File: src/rtl/mips_pkg.sv
// Shared definitions for the MIPS front end: fetch-state encoding,
// instruction field positions and the default reset PC.
package mips_pkg;

    typedef enum logic [1:0] {
        ST_IDLE = 2'd0,
        ST_REQ  = 2'd1,
        ST_HOLD = 2'd2
    } fetch_state_e;

    localparam int OPCODE_MSB = 31;
    localparam int OPCODE_LSB = 26;
    localparam int FUNCT_MSB  = 5;
    localparam int FUNCT_LSB  = 0;

    localparam logic [31:0] RESET_PC_DEFAULT = 32'h0000_0000;

endpackage

File: src/rtl/fetch_buffer.sv
// Two-entry FIFO between instruction memory and the fetch outputs.
// Each entry carries {pc, instr}; flush empties it in one cycle.
module fetch_buffer #(
    parameter int                 DATA_W    = 64,
    parameter logic [DATA_W-1:0]  RESET_VAL = '0
) (
    input  logic              clk,
    input  logic              rst,
    input  logic              push,
    input  logic              pop,
    input  logic              flush,
    input  logic [DATA_W-1:0] wr_data,
    output logic [DATA_W-1:0] rd_data,
    output logic              full,
    output logic              empty
);

    logic       wr_ptr_reg;
    logic       rd_ptr_reg;
    logic [1:0] count_reg;
    logic       push_ok;
    logic       pop_ok;

    assign full    = (count_reg == 2'd2);
    assign empty   = (count_reg == 2'd0);
    assign push_ok = push && !full && !flush;
    assign pop_ok  = pop && !empty && !flush;

    genvar gi;
    generate
        for (gi = 0; gi < 2; gi++) begin : g_entry
            logic [DATA_W-1:0] data_reg;
            // Write the slot the write pointer selects
            always_ff @(posedge clk or posedge rst) begin
                if (rst)
                    data_reg <= RESET_VAL;
                else if (push_ok && (wr_ptr_reg == 1'(gi)))
                    data_reg <= wr_data;
            end
        end
    endgenerate

    assign rd_data = rd_ptr_reg ? g_entry[1].data_reg : g_entry[0].data_reg;

    // Pointer and occupancy bookkeeping; flush discards everything
    always_ff @(posedge clk or posedge rst) begin
        if (rst) begin
            wr_ptr_reg <= 1'b0;
            rd_ptr_reg <= 1'b0;
            count_reg  <= 2'd0;
        end else if (flush) begin
            wr_ptr_reg <= 1'b0;
            rd_ptr_reg <= 1'b0;
            count_reg  <= 2'd0;
        end else begin
            if (push_ok)
                wr_ptr_reg <= ~wr_ptr_reg;
            if (pop_ok)
                rd_ptr_reg <= ~rd_ptr_reg;
            count_reg <= count_reg + {1'b0, push_ok} - {1'b0, pop_ok};
        end
    end

endmodule

File: src/rtl/instruction_fetch.sv
// Instruction fetch stage: requests words from instruction memory, presents
// them to decode with a valid/ready handshake and handles branch redirects.
// Optional macro IF_PREFETCH_EN adds a 2-entry prefetch buffer so fetching
// overlaps with decode; without it a single holding register is used.
module instruction_fetch
    import mips_pkg::*;
#(
    parameter int                ADDR_W   = 32,
    parameter logic [ADDR_W-1:0] RESET_PC = ADDR_W'(RESET_PC_DEFAULT)
) (
    input  logic              clk,
    input  logic              rst,
    output logic              imem_req,
    output logic [ADDR_W-1:0] imem_addr,
    input  logic              imem_ack,
    input  logic [31:0]       imem_rdata,
    input  logic              branch_taken,
    input  logic [ADDR_W-1:0] branch_target,
    output logic              instr_valid,
    input  logic              instr_ready,
    output logic [31:0]       instr,
    output logic [5:0]        opcode,
    output logic [5:0]        funct,
    output logic [ADDR_W-1:0] pc_out,
    output logic [ADDR_W-1:0] pc_plus4
);

    fetch_state_e      state_reg, state_next;
    logic [ADDR_W-1:0] fetch_pc_reg, fetch_pc_next;
    logic [ADDR_W-1:0] target_reg, target_next;
    logic              squash_reg, squash_next;
    logic [ADDR_W-1:0] redirect_pc;
    logic              handshake;
    logic              accept;

    // Redirects always land on a word boundary
    assign redirect_pc = branch_target & ~ADDR_W'(3);
    assign handshake   = instr_valid && instr_ready;
    assign imem_addr   = fetch_pc_reg;

`ifdef IF_PREFETCH_EN
    logic [ADDR_W+31:0] head;
    logic               buf_full;
    logic               buf_empty;
    logic               buf_one;

    fetch_buffer #(
        .DATA_W    (ADDR_W + 32),
        .RESET_VAL ({RESET_PC, 32'h0})
    ) u_fetch_buffer (
        .clk     (clk),
        .rst     (rst),
        .push    (accept),
        .pop     (handshake),
        .flush   (branch_taken),
        .wr_data ({fetch_pc_reg, imem_rdata}),
        .rd_data (head),
        .full    (buf_full),
        .empty   (buf_empty)
    );

    assign buf_one = !buf_empty && !buf_full;
    assign instr   = head[31:0];
    assign pc_out  = head[ADDR_W+31:32];
`else
    logic [31:0]       instr_reg;
    logic [ADDR_W-1:0] pc_out_reg;

    // Holding register loads only on an accepted (non-squashed) response
    always_ff @(posedge clk or posedge rst) begin
        if (rst) begin
            instr_reg  <= 32'h0;
            pc_out_reg <= RESET_PC;
        end else if (accept) begin
            instr_reg  <= imem_rdata;
            pc_out_reg <= fetch_pc_reg;
        end
    end

    assign instr  = instr_reg;
    assign pc_out = pc_out_reg;
`endif

    assign opcode   = instr[OPCODE_MSB:OPCODE_LSB];
    assign funct    = instr[FUNCT_MSB:FUNCT_LSB];
    assign pc_plus4 = pc_out + ADDR_W'(4);

    // State register and fetch bookkeeping
    always_ff @(posedge clk or posedge rst) begin
        if (rst) begin
            state_reg    <= ST_IDLE;
            fetch_pc_reg <= RESET_PC;
            target_reg   <= RESET_PC;
            squash_reg   <= 1'b0;
        end else begin
            state_reg    <= state_next;
            fetch_pc_reg <= fetch_pc_next;
            target_reg   <= target_next;
            squash_reg   <= squash_next;
        end
    end

    // Next-state logic: request sequencing, squash tracking and redirects
    always_comb begin
        state_next    = state_reg;
        fetch_pc_next = fetch_pc_reg;
        target_next   = target_reg;
        squash_next   = squash_reg;
        accept        = 1'b0;
        case (state_reg)
            ST_IDLE: begin
                state_next = ST_REQ;
                if (branch_taken)
                    fetch_pc_next = redirect_pc;
            end
            ST_REQ: begin
                if (imem_ack) begin
                    squash_next = 1'b0;
                    if (branch_taken) begin
                        fetch_pc_next = redirect_pc;
                    end else if (squash_reg) begin
                        // Stale response for the pre-redirect address
                        fetch_pc_next = target_reg;
                    end else begin
                        accept = 1'b1;
`ifdef IF_PREFETCH_EN
                        fetch_pc_next = fetch_pc_reg + ADDR_W'(4);
                        if (buf_one && !handshake)
                            state_next = ST_HOLD;
`else
                        state_next = ST_HOLD;
`endif
                    end
                end else if (branch_taken) begin
                    // Address must stay put until memory answers
                    squash_next = 1'b1;
                    target_next = redirect_pc;
                end
            end
            ST_HOLD: begin
`ifdef IF_PREFETCH_EN
                if (branch_taken) begin
                    fetch_pc_next = redirect_pc;
                    state_next    = ST_REQ;
                end else if (handshake) begin
                    state_next = ST_REQ;
                end
`else
                if (branch_taken || handshake) begin
                    state_next    = ST_REQ;
                    fetch_pc_next = branch_taken ? redirect_pc
                                                 : fetch_pc_reg + ADDR_W'(4);
                end
`endif
            end
            default: state_next = ST_IDLE;
        endcase
    end

    // Output decode from the current state
    always_comb begin
        imem_req = (state_reg == ST_REQ);
`ifdef IF_PREFETCH_EN
        instr_valid = !buf_empty;
`else
        instr_valid = (state_reg == ST_HOLD);
`endif
    end

endmodule

File: config.mk
export PLATFORM = sky130hd
export DESIGN_NAME = instruction_fetch
export DESIGN_NICKNAME = d
export VERILOG_FILES = /design/src/rtl/mips_pkg.sv /design/src/rtl/fetch_buffer.sv /design/src/rtl/instruction_fetch.sv
export SDC_FILE = /design/constraint.sdc
export NUM_CORES = 1
export LEC_CHECK = 0
export ABC_AREA = 1
export BUFFER_PORTS_ARGS = -buffer_cell sky130_fd_sc_hd__buf_2
export CORE_ASPECT_RATIO = 1.2
export CORE_MARGIN = 1.5
export CORE_UTILIZATION = 49
export CTS_BUF_LIST = sky130_fd_sc_hd__clkbuf_4
export CTS_CLUSTER_SIZE = 8
export DETAILED_ROUTE_END_ITERATION = 10
export GPL_TIMING_DRIVEN = 0
export PLACE_DENSITY = 0.83
export SKIP_LAST_GASP = 1
export SLEW_MARGIN = 20
export SYNTH_ARGS = -nofsm -noshare
export SYNTH_HDL_FRONTEND = slang
export SYNTH_SLANG_ARGS = --single-unit
File: constraint.sdc
create_clock -name clk -period 4.2 [get_ports clk]
set_input_delay 0.84 -clock clk [delete_from_list [all_inputs] [get_ports clk]]
set_output_delay 0.84 -clock clk [all_outputs]
set_load 0.05 [all_outputs]
== Word-level counts from Yosys, hierarchy flattened ==
Cells that the tools add are included.
Cells by class
  $add $sub $neg: 2
  eq/ne operators: 8
  mux-type cells: 18
  bitwise operators: 1
  reduce and logical (&&, ||, !) cells: 9
Operators with widths (count)
  $mux W32: 6
  $pmux W32 S3: 1
  $add A32 B3 Y32 const B: 2
  $mux W2: 4
  $mux W1: 6
  $ne A2 B2 Y1 const B: 3
  $pmux W2 S3: 1
  $reduce_and A5 Y1: 1
  $ne A2 B1 Y1 const B: 2
  $reduce_and A4 Y1: 1
  $ne A3 B1 Y1 const B: 1
  $reduce_and A3 Y1: 1
  $reduce_bool A3 Y1: 1
  $eq A2 B1 Y1 const B: 1
  $eq A2 B2 Y1 const B: 1
  $logic_not A2 Y1: 1
  $reduce_and A2 Y1: 1
  $reduce_bool A2 Y1: 1
  $logic_and A1 B1 Y1: 1
  $logic_or A1 B1 Y1: 1
  $not A1 Y1: 1
Word-level totals
  flip-flop bits (word level): 129
  bits of input ports: 69
  output and inout port bits: 142
  word-level logic and storage cells: 44

== Logic depth before layout (Yosys ltp) ==
  depth in word-level cells: 5
  mapped depth: 13
  mapped depth without buffers: 13

== Worst setup path after synthesis ==
OpenSTA, ideal clock, no wires.
  kind: reg2out
  start point: register pc_out_reg[3], in the netlist pc_out[3]
  end point: output pc_plus4[22]
  data arrival time: 2.626 ns
  required time: 3.360 ns
  slack: 0.734 ns
  cell stages (with the launch flop): 10
  buffers on the path: 0
  cell sequence: dfrtp_1 ha_1 nand3_2 nor3_4 nand2_2 nor2_4 nand3_2 nor2_4 nand2_2 xnor2_1
On the way
  word-level cells in the longest chain between the ends: 1
Ends and longest elaborated chain
  start: declaration: RTL line instruction_fetch.sv:67  | logic [ADDR_W-1:0] pc_out_reg;
  start signal: assignment: RTL line instruction_fetch.sv:76  | pc_out_reg <= fetch_pc_reg;
  $add A32 B3 Y32: RTL line instruction_fetch.sv:86  | assign pc_plus4 = pc_out + ADDR_W'(4);
  end: declaration: RTL line instruction_fetch.sv:25  | output logic [ADDR_W-1:0] pc_plus4
No other way between the ends.

== Final worst setup path ==
  start point: register pc_out_reg[14], in the netlist pc_out[14]
  end point: output pc_plus4[28]
Same word-level chain as after synthesis.

==> metrics.md <==
| Metric | Value |
|---|---|
| Share of layout cells above drive strength 1 | `27.8%` |
| WS Path Type | `reg2out` |
| Via count | `7,105` |
| I/O pins | `211` |
| Die width | `114 um` |
| First-pass GRT wire length | `32,700 um` |
| Remaining DRCs | `0` |
| Core Rows | `48` |
| Max reg flops | `32` |
| H-tree depth | `4` |
| Final Skew | `17.0 ps` |
| Tmin final | `3620 ps` |
| Grt ovf | `0` |
| Worst hold path type | `in2async` |
| Post-synth ARST share | `100%` |
| Mapped Cells | `939` |
| CP bufs+invs | `1` |
| Clock slew at reported path FFs | `120 ps` |
| Post-CTS sizing | `0` |
| Status | `finished, final reports clean` |
| Largest net degree at the start of global routing | `66` |
| Critical Path Source | `pc_out[14]` |
| Period Utilization, post-route | `86.2%` |
| Drt first pass iters | `8` |
| CP max FO | `7` |
| Top cell type's share of synthesized area | `43.0%` |
| Final worst slack | `581 ps` |
| Post-DR vias/cell | `5.15` |
| Slew headroom | `49.2%` |
| Max Cap Violations | `0` |
| TritonCTS clock tree | `done` |
| Setup TNS Final | `0 ps` |
| Worst path max stage delay | `510 ps` |
| Worst-case clock buffer depth | `2` |
| Number of synthesized flops with an enable pin | `0` |
| RSZ-0062 raised after global routing | `no` |
| Endpoints failing setup | `0` |
| Crit end category | `output port` |
| Final Cell Area | `8890 um^2` |
| Critical Path RT | `3360 ps` |
| Initial Util | `50.3%` |
| Die area | `15,600 um^2` |
| Routed Wire Length | `21,400 um` |
| Clk Latency, worst-skew pair | `550 ps` |
| Final net count | `1,241` |
| Placer Congestion | `0.933` |
| Storage cell area | `3130 um^2` |
| CP startpoint kind | `flop` |
| Starting DRC count in detailed routing | `495` |
| Die Y | `137 um` |
| Core Region | `14,500 um^2` |
| Critical path's top delay family | `simple AND/OR/NAND/NOR gates` |
| # hold bufs at CTS | `0` |
| Slowest cell on the critical path | `dfrtp_1` |
| Vias in the first global route | `6,535` |
| Footprint of the multi-input gates | `3520 um^2` |
| Max-slew violation count | `0` |
| Post-DR wirelength/cell | `15.5 um` |
| Critical path, cell by cell | `nand2_1, nor2_1, nand2_1, nor4_1, nand4_1, xor2_1, buf_2` |
| Commonest cells in the netlist | `294 x nand2_1, 125 x dfrtp_1, 86 x inv_1, 79 x o21ai_0, 66 x nor2_1` |
| Top post-synthesis cells by area | `dfrtp_1 43%, nand2_1 15%, o21ai_0 5.4%` |
| Area growth, synth to finish | `22.2%` |
| Port bufs | `201` |
| Worst R2R Start | `state_reg[0]` |
| Most common cell on crit path | `nand2_1` |
| Filler cell count | `1,291` |
| Post-route ant nets | `0` |
| Yosys warns | `0` |
| Worst-Margin Slew | `760 ps` |
| Yosys top cell by area | `dfrtp_1` |
| Hpwl dp | `17,000 um` |
| Final hold vios | `0` |
| Total clock sinks | `125` |
| Most common cell in the netlist | `nand2_1` |
| Pre-CTS setup slack | `1220 ps` |
| Syn avg cell area | `7.75 um^2` |
| Initial antenna violation count | `1` |
| Setup Buffers After CTS | `0` |
| Seq cells post-synth | `125` |
| Highest clock rate | `0.276 GHz` |
| Mapped Area | `7280 um^2` |
| Synth cell types | `38` |
| Placed Area | `8590 um^2` |
| Ys flop type | `dfrtp_1` |
| Sequential fraction of the synthesis area | `43.0%` |
| CTS Buf Count | `17` |
| Clk Tree Root Cell | `clkbuf_4` |
| Arr. time, crit path | `2780 ps` |
| Fin util | `61.4%` |
| GRT Util Overall | `27.5%` |
through the flow:
stage / instances / hold WS (ps)
after detailed placement: 1346 / 459
after floorplan: 944 / 442
after global routing: 1379 / 355
final: 1380 / 328
after global placement: 1345 / 453
after CTS: 1378 / 333
path summary, 6_finish.rpt:
| kind | end | slack [ps] | depth (start not counted) |
|---|---|---|---|
| setup / recovery | pc_plus4[28] | 580 | 7 |
| hold / removal | instr[30] | 330 | 2 |
| setup reg to reg | imem_addr[23] | 1900 | 8 |
| hold reg to reg | target_reg[6] | 490 | 2 |
| max in group asynchronous | imem_addr[21] | 3150 | 3 |
| min in group clk | target_reg[6] | 490 | 2 |
layer usage:
layer  wire [um]  share of wire (%)  track usage [%]  up-vias
met5           0                  0                0        -
met4         900                4.2             12.8        0
met3        1620                7.6             5.76       58
met2       10600                 49             48.3      350
met1        8350                 39             32.2     3227
li1            -                  -                -     3470
cell type report:
type	count	area share [%]
sequential	125	35.2
clock inverter	14	1.89
timing repair buffer	202	11.6
multi-input combinational	676	39.6
inverter	90	3.85
tap	200	2.81
clock buffer	18	1.52
buffer	53	3.52
antenna	2	0.0563
layout by cell type, fill, tap and decap left out, types with 2 or more instances in the layout:
cell | netlist | layout
diode_2 | 0 | 2
ha_1 | 7 | 7
nand2_2 | 4 | 4
clkbuf_1 | 17 | 17
nand4_1 | 8 | 8
a211oi_1 | 7 | 7
nor3_4 | 3 | 3
a21oi_1 | 45 | 45
and2_1 | 2 | 2
o21a_1 | 2 | 2
nor2_4 | 5 | 5
dfrtp_1 | 125 | 125
clkinv_1 | 0 | 2
o22ai_1 | 3 | 3
nor2_2 | 3 | 3
mux2_2 | 34 | 34
buf_6 | 4 | 4
clkbuf_4 | 0 | 18
inv_1 | 86 | 85
nand3_1 | 34 | 34
nand3_2 | 4 | 4
nor4_1 | 3 | 3
clkinv_4 | 0 | 2
nand2_1 | 294 | 294
inv_2 | 4 | 4
buf_2 | 13 | 214
xnor2_1 | 7 | 7
xor2_1 | 29 | 29
o211ai_1 | 4 | 4
bufinv_16 | 0 | 3
a22oi_1 | 5 | 5
inv_6 | 0 | 3
o21ai_0 | 79 | 79
nor3_1 | 15 | 15
conb_1 | 1 | 6
nor2_1 | 66 | 66
a22o_1 | 2 | 2
clkinvlp_4 | 0 | 4
buf_4 | 18 | 18
logic make-up (layout without fill, tap and decap cells):
kind of cell | Yosys count | after routing | synth area share [%]
and+or+nand+nor | 443 | 443 | 26.0
AOI/OAI and AO/OA | 150 | 150 | 11.3
buffers and inverters | 143 | 377 | 8.94
DFF | 125 | 125 | 43.0
xor gates and xnor gates | 36 | 36 | 4.33
muxes | 34 | 34 | 5.26
adders and majority gates | 7 | 7 | 1.20
other | 1 | 8 | 0.0515
Power is not shown: default switching activity piles up to over one toggle a cycle in this logic, so the estimate is an artifact.
